**config.mk**
```make
export PLATFORM = sky130hd
export DESIGN_NAME = snake_body
export DESIGN_NICKNAME = d
export VERILOG_FILES = /design/src/rtl/snake_pkg.sv /design/src/rtl/snake_collide.sv /design/src/rtl/snake_body.sv
export SDC_FILE = /design/constraint.sdc
export NUM_CORES = 1
export LEC_CHECK = 0
export ABC_AREA = 0
export CAP_MARGIN = 20
export CORE_MARGIN = 8
export CORE_UTILIZATION = 45
export DETAILED_ROUTE_END_ITERATION = 8
export HOLD_SLACK_MARGIN = 0.12
export PLACE_DENSITY = 0.77
export SLEW_MARGIN = 20
export SYNTH_ARGS = -nofsm -noshare
export SYNTH_HDL_FRONTEND = slang
export SYNTH_HIERARCHICAL = 1
export SYNTH_SLANG_ARGS = --single-unit
```
**constraint.sdc**
```tcl
create_clock -name clk -period 29.4 [get_ports clk]
set_input_delay 5.88 -clock clk [delete_from_list [all_inputs] [get_ports clk]]
set_output_delay 5.88 -clock clk [all_outputs]
set_load 0.01 [all_outputs]
```
**src/rtl/snake_pkg.sv**
```systemverilog
// Shared direction encoding, FSM state constants and helpers for the snake body tracker.
package snake_pkg;

  typedef logic [1:0] dir_t;

  localparam dir_t DIR_RIGHT = 2'd0;
  localparam dir_t DIR_DOWN  = 2'd1;
  localparam dir_t DIR_LEFT  = 2'd2;
  localparam dir_t DIR_UP    = 2'd3;

  localparam logic [0:0] ST_ALIVE = 1'b0;
  localparam logic [0:0] ST_DEAD  = 1'b1;

  function automatic dir_t opposite(input dir_t d);
    return d ^ 2'd2;
  endfunction

endpackage

```
**src/rtl/snake_collide.sv**
```systemverilog
// Combinational self-collision check: next head against body segments 1..cmp_len-1.
module snake_collide #(
  parameter int COORD_W = 5,
  parameter int MAX_LEN = 8,
  parameter int LEN_W   = 4
) (
  input  logic [COORD_W-1:0]         head_x,
  input  logic [COORD_W-1:0]         head_y,
  input  logic [MAX_LEN*COORD_W-1:0] seg_x,
  input  logic [MAX_LEN*COORD_W-1:0] seg_y,
  input  logic [LEN_W-1:0]           cmp_len,
  output logic                       hit
);

  // Index 0 is the current head, which the new head can never occupy.
  always_comb begin
    hit = 1'b0;
    for (int i = 1; i < MAX_LEN; i++) begin
      if ((LEN_W'(i) < cmp_len) &&
          (seg_x[i*COORD_W +: COORD_W] == head_x) &&
          (seg_y[i*COORD_W +: COORD_W] == head_y))
        hit = 1'b1;
    end
  end

endmodule

```
**src/rtl/snake_body.sv**
```systemverilog
// Snake body tracker: head/segment shift register, deferred growth and collision FSM.
// Define SNAKE_WRAP_EN to make the grid edges wrap instead of killing the snake.
module snake_body
  import snake_pkg::*;
#(
  parameter int COORD_W = 5,
  parameter int MAX_LEN = 8,
  parameter int GRID_W  = 24,
  parameter int GRID_H  = 24,
  parameter int INIT_X  = 12,
  parameter int INIT_Y  = 12,
  localparam int LEN_W  = $clog2(MAX_LEN + 1)
) (
  input  logic                       clk,
  input  logic                       rst,
  input  logic                       step,
  input  logic                       grow,
  input  logic [1:0]                 dir,
  output logic [MAX_LEN*COORD_W-1:0] seg_x,
  output logic [MAX_LEN*COORD_W-1:0] seg_y,
  output logic [LEN_W-1:0]           length,
  output logic [1:0]                 heading,
  output logic                       dead
);

  logic [COORD_W-1:0] seg_x_q [MAX_LEN];
  logic [COORD_W-1:0] seg_y_q [MAX_LEN];
  logic [LEN_W-1:0]   length_q, pend_q, pend_eff, cap, cmp_len, len_next;
  dir_t               heading_q, eff_dir;
  logic [0:0]         state_q;
  logic [COORD_W:0]   nx_raw, ny_raw;
  logic [COORD_W-1:0] nx, ny;
  logic               wall, hit, growing, crash;

  for (genvar g = 0; g < MAX_LEN; g++) begin : g_flat
    assign seg_x[g*COORD_W +: COORD_W] = seg_x_q[g];
    assign seg_y[g*COORD_W +: COORD_W] = seg_y_q[g];
  end

  assign length  = length_q;
  assign heading = heading_q;
  assign dead    = (state_q == ST_DEAD);

  always_comb begin
    eff_dir = dir;
    if ((length_q > LEN_W'(1)) && (dir == opposite(heading_q)))
      eff_dir = heading_q;
  end

  // One extra bit so that -1 and GRID_W/GRID_H are distinguishable from legal cells.
  always_comb begin
    nx_raw = {1'b0, seg_x_q[0]};
    ny_raw = {1'b0, seg_y_q[0]};
    case (eff_dir)
      DIR_RIGHT: nx_raw = nx_raw + (COORD_W+1)'(1);
      DIR_DOWN:  ny_raw = ny_raw - (COORD_W+1)'(1);
      DIR_LEFT:  nx_raw = nx_raw - (COORD_W+1)'(1);
      default:   ny_raw = ny_raw + (COORD_W+1)'(1);
    endcase
  end

`ifdef SNAKE_WRAP_EN
  always_comb begin
    wall = 1'b0;
    nx   = nx_raw[COORD_W-1:0];
    ny   = ny_raw[COORD_W-1:0];
    if (nx_raw == '1)                              nx = COORD_W'(GRID_W - 1);
    else if (nx_raw == (COORD_W+1)'(GRID_W))       nx = '0;
    if (ny_raw == '1)                              ny = COORD_W'(GRID_H - 1);
    else if (ny_raw == (COORD_W+1)'(GRID_H))       ny = '0;
  end
`else
  always_comb begin
    nx   = nx_raw[COORD_W-1:0];
    ny   = ny_raw[COORD_W-1:0];
    wall = (nx_raw >= (COORD_W+1)'(GRID_W)) || (ny_raw >= (COORD_W+1)'(GRID_H));
  end
`endif

  // A grow arriving with a step already counts toward that step.
  always_comb begin
    cap      = LEN_W'(MAX_LEN) - length_q;
    pend_eff = pend_q + LEN_W'(grow);
    if (pend_eff > cap) pend_eff = cap;
    growing  = (pend_eff != '0) && (length_q < LEN_W'(MAX_LEN));
    cmp_len  = growing ? length_q : length_q - LEN_W'(1);
    len_next = growing ? length_q + LEN_W'(1) : length_q;
    crash    = step && (state_q == ST_ALIVE) && (hit || wall);
  end

  snake_collide #(
    .COORD_W (COORD_W),
    .MAX_LEN (MAX_LEN),
    .LEN_W   (LEN_W)
  ) u_collide (
    .head_x  (nx),
    .head_y  (ny),
    .seg_x   (seg_x),
    .seg_y   (seg_y),
    .cmp_len (cmp_len),
    .hit     (hit)
  );

  always_ff @(posedge clk) begin
    if (rst) begin
      for (int i = 0; i < MAX_LEN; i++) begin
        seg_x_q[i] <= '0;
        seg_y_q[i] <= '0;
      end
      seg_x_q[0] <= COORD_W'(INIT_X);
      seg_y_q[0] <= COORD_W'(INIT_Y);
      length_q   <= LEN_W'(1);
      heading_q  <= DIR_RIGHT;
      pend_q     <= '0;
      state_q    <= ST_ALIVE;
    end else if (state_q == ST_ALIVE) begin
      if (crash) begin
        state_q <= ST_DEAD;
      end else if (step) begin
        seg_x_q[0] <= nx;
        seg_y_q[0] <= ny;
        for (int i = 1; i < MAX_LEN; i++) begin
          seg_x_q[i] <= (LEN_W'(i) < len_next) ? seg_x_q[i-1] : '0;
          seg_y_q[i] <= (LEN_W'(i) < len_next) ? seg_y_q[i-1] : '0;
        end
        length_q  <= len_next;
        heading_q <= eff_dir;
        pend_q    <= growing ? pend_eff - LEN_W'(1) : pend_eff;
      end else begin
        pend_q <= pend_eff;
      end
    end
  end

endmodule

```
After elaboration in Yosys (flattened, before gate mapping) --
Memories as Yosys holds them, arrays and structs flattened. Index checks and enable logic that the tools add are counted.
Word-level totals: RAM bits 80, memories 2, register bits 11, input bits 6, word-level logic and storage cells 153
Cells by class: order comparisons 19, add/sub/neg operators 9, mux-type cells 56, reductions and logical operators 25, bitwise gates (word level) 21, equality and inequality tests 17
Memory list:
- seg_x_q | words 8, bits a word 5, rd ports 8, clocked after Yosys merged registers in 0, write ports 8, RTL line snake_body.sv:26 | logic [COORD_W-1:0] seg_x_q [MAX_LEN];
- seg_y_q | words 8, bits a word 5, rd ports 8, clocked after Yosys merged registers in 0, write ports 8, RTL line snake_body.sv:27 | logic [COORD_W-1:0] seg_y_q [MAX_LEN];
Operators with widths (count):
- 2-to-1 mux 5 bit | 32
- == test 5 bit | 14
- < comparator 3 x 4 -> 1 bit (first input constant) | 8
- one-hot mux 6 bit (2 select lines) | 2
- 2-to-1 mux 4 bit | 5
- logical AND 1 bit | 18
- bitwise OR 1 bit | 18
- < comparator 2 x 4 -> 1 bit (first input constant) | 4
- 2-to-1 mux 1 bit | 16
- adder 5 x 1 -> 6 bit (second input constant) | 2
- >= comparator 6 x 5 -> 1 bit (second input constant) | 2
- subtractor 5 x 1 -> 6 bit (second input constant) | 2
- < comparator 1 x 4 -> 1 bit (first input constant) | 2
- subtractor 4 x 1 -> 4 bit (second input constant) | 2
- adder 4 x 1 -> 4 bit | 1
- adder 4 x 1 -> 4 bit (second input constant) | 1
- > comparator 4 x 1 -> 1 bit (second input constant) | 1
- > comparator 4 bit | 1
- < comparator 4 bit (second input constant) | 1
- nonzero test 4 bit | 1
- subtractor 4 bit (first input constant) | 1
- NOT 1 bit | 3
- AND reduction 3 bit | 1
- == test 2 x 1 -> 1 bit (second input constant) | 1
- 7 further kinds | 8

Logic depth before layout (Yosys ltp) --
word-level depth 23, mapped depth 29, mapped depth without buffers 24

Hierarchy --
Netlist, hierarchy kept.
Modules (own cells, without submodules):
- snake_body | times used 1, sequential area each 2622.5 um^2, cells an instance 369, area each 4530.6 um^2
- snake_collide | times used 1, sequential area each 0.0 um^2, cells an instance 114, area each 883.3 um^2

Least setup slack after synthesis --
OpenSTA, ideal clock, no wires.
kind input-to-reg, from input port grow, to memory seg_x_q[0][0] (enable), data arrival time 14.188 ns, setup slack 14.684 ns, stages on the path 25, path buffers 3, data required time 28.872 ns, library setup time 0.528 ns, cells stage by stage ha_1 nand3_1 xor2_1 inv_1 ha_1 and4_1 a21oi_1 mux2i_1 ha_1 buf_1 nand3_1 nand2b_1 nand2_1 xnor2_1 o311ai_1 nor3_1 nor4_1 nand3_1 nor2_1 o21ai_1 or4_1 a221o_1 buf_4 buf_2 o21ai_1
RTL lines:
- start: declaration | RTL line snake_body.sv:17 | input logic grow,
- end: declaration | RTL line snake_body.sv:26

==> results.yml <==
global_routing:
  grt_max_degree: 81
  overflow: 0
  grt_pass1_wl_um: 23000
  antenna_found_initial: 0
  gr-usage-all-layers: 0.185
  grt_pass1_vias: 4173
clock_tree:
  cts_tree: "yes"
  clock_latency_ns: 0.34
  numCtsBuffers: 9
  cts.sinks: 91
  cts_resized: 0
  cts_setup_buffers: 0
  clock_path_buffers: 2
  hold_buffers: 0
  cts_root_buf: "clkbuf_16"
  h-tree-depth: 3
  clk_pin_slew_ns: 0.06
placement:
  io_buffers: 92
  hpwl_um: 10900
  dp_slack_ns: 16.26
  gp_congestion: 0.873
critical_path:
  timing.reg2reg.setup_slack_ns: 21.66
  crit_family: "compound AO/OA/AOI/OAI gates"
  crit-reg2reg-launch: "length[0]"
  cpMostUsedCell: "ha_1"
  end_kind: "flip-flop"
  crit_fanout: 80
  required_ns: 29.36
  critPathBufInv: 2
  critical_path_class: "in -> reg"
  r2r_end: "seg_x_q[0][1]"
  start_kind: "primary input"
  worst-r2r-cell-count: 23
  critPathArrivalTime_ns: 12.81
  slowest_stage: "buf_4"
  cp.depth: 23
  crit_chain: "clkdlybuf4s50_1 > ha_1 > ha_1 > xor2_1 > ha_1 > and4_1 > a21oi_1 > mux2i_1 > ha_1 > nand3_1 > nand2b_1 > nand2_1 > xnor2_1 > o311ai_1 > nor3_1 > nor4_1 > nand3_1 > nor2_1 > o21ai_1 > or4_1 > a221o_1 > o21ai_4 > buf_4"
  crit_end: "seg_x_q[0][1]"
  cpPeakStageDelay_ns: 0.81
  startpoint: "grow"
floorplanning:
  initial_core_util: 0.456
  coreArea_um2: 11900
  dieArea_um2: 15800
  row_count: 40
  die_w_um: 126
  die_h_um: 126
  io_pins: 93
synthesis:
  ys_warn_count: 6
  ys_top_cells_by_count: "edfxtp_1, xnor2_1, and2_1"
  synth.avg_cell_area_um2: 11.2
  netlist_area_um2: 5410
  synth-seq-cells: 91
  synth_fp_nets: 501
  synth_top_cells_by_area: "edfxtp_1, xnor2_1, xor2_1, and2_1, dfxtp_1"
  synth_top_area_frac: 0.444
  netlist_instances: 483
  ys.flop_type: "edfxtp_1"
  synth_top_area_cell: "edfxtp_1"
  synth.yosys.seq_area_share: 0.484
  synth_edf_count: 80
  synth.most_common_cell: "edfxtp_1"
  synth-async-reset-ratio: 0
  netlist-cell-type-count: 65
outcome:
  outcome: "complete, no violations"
detailed_routing:
  drtPass1Iterations: 5
  routed_wl_um: 14600
  postRouteAntennaNets: 0
  via_per_inst: 5.88
  drt_iter0_markers: 322
  wl_per_cell_um: 20.5
  route.detailed.drc: 0
  vias: 4187
cells_and_area:
  drive_gt1_frac: 0.0655
  seq_area_um2: 2620
  multiInputGateArea_um2: 2640
  num_antenna_cells: 0
  fillCellCount: 1008
  syn2layout_area_growth_pct: 24.5
  nets: 580
timing:
  slew_headroom: 0.196
  finClkSkew_ns: 0.00703
  fin_crit_ns: 12.84
  setup_violations: 0
  setup_tns_ns: 0
  hold_ws_ns: 0.479
  period_share: 0.437
  slew_violations: 0
  fmax_mhz: 77.9
  worst_pin_slew_ns: 1.20
  rsz0062_at_grt: "no"
  hold_violations: 0
  worst_slack_ns: 16.56
pwr:
  peakVddDrop_uv: 46.2
  p_total_uw: 637
  power.density_nw_per_um2: 94.4
  p_leak_uw: 0.00259
worst_hold_path:
  hp-class: "reg -> reg"
  min_path_cells: 2
flow_run:
  drv_cap: 0
## metrics by stage
step / cell area, um^2 / std cells / util
CTS: 6730 / 712 / 0.567
finish: 6740 / 712 / 0.568
detailed placement: 6420 / 698 / 0.541
global placement: 6410 / 698 / 0.541
floorplan: 5410 / 483 / -
global route: 6740 / 712 / 0.568
## placed cells by master, fill, tap and decap left out, drive strengths merged, types with 2 or more instances in the layout
cell and count:
o21a 2, a31oi 7, o41ai 3, and4 4
nor4 6, bufinv 2, or3 4, nor2b 3
buf 3, clkbuf 9, clkinv 2, a221o 2
a41o 2, o31ai 2, xor2 33, nor2 16
edfxtp 80, nand2b 3, or4 2, and2 44
a21o 5, nand3 10, xnor2 55, a21oi 9
mux2 4, nor3b 2, mux2i 11, and3 34
or2 2, dfxtp 11, inv 12, nand4 13
a41oi 2, ha 12, nand2 15, o211ai 7
nor3 16, clkdlybuf4s50 92, o21ai 8
## cell families after synthesis
| family | count (synthesis) | share of synthesized area |
|---|---|---|
| and+or+nand+nor | 178 | 0.197 |
| DFF | 91 | 0.484 |
| xor gates and xnor gates | 88 | 0.142 |
| AOI/OAI and AO/OA | 60 | 0.0834 |
| buffers and inverters | 39 | 0.0337 |
| muxes | 15 | 0.0310 |
| adders and majority gates | 12 | 0.0277 |
## report_power, final
part           switching, uW  internal [uW]  total [uW]
logic                    181            127         308
clock network           47.7           73.4         121
registers               34.8            173         208
## worst min-delay path by stage
stage,startpoint,end,slack (ns)
finish,pend_q[2],pend_q[2],0.48
global route,pend_q[2],pend_q[2],0.51
CTS,pend_q[2],pend_q[2],0.48
detailed placement,pend_q[0],pend_q[0],0.47
global placement,pend_q[0],pend_q[0],0.45
floorplan,pend_q[0],pend_q[0],0.44
## cell type report
type | instances | share of cell area
flip-flops and latches | 91 | 0.389
well taps | 147 | 0.0273
inverters | 12 | 0.00668
multi-input cells | 353 | 0.392
repair buffers | 95 | 0.140
clock buffers | 9 | 0.0334
clock inverters | 5 | 0.0119
## metal layers
layer	up-vias	wire, um	share of wire	GRT usage
met5	-	0	0	0
met3	32	1100	0.075	0.0451
li1	1932	-	-	-
met2	168	6750	0.46	0.292
met4	0	340	0.023	0.0702
met1	2055	6440	0.44	0.239
## flip-flops by register name, indices dropped and copies added, names as in the netlist
signal / count
dead: 1
heading: 2
length: 4
pend_q: 4
seg_x_q: 40
seg_y_q: 40
## worst reg2reg max path: cells and delay by family (launching register included)
kind,cells,cell delay [ns]
fa+ha+maj,3,1.16
buf+inv,3,1.09
simple gates,9,1.75
compound gates,6,1.93
flops,1,0.67
mux,1,0.48
xor+xnor,1,0.23
Power figures use the tool's default switching activity.
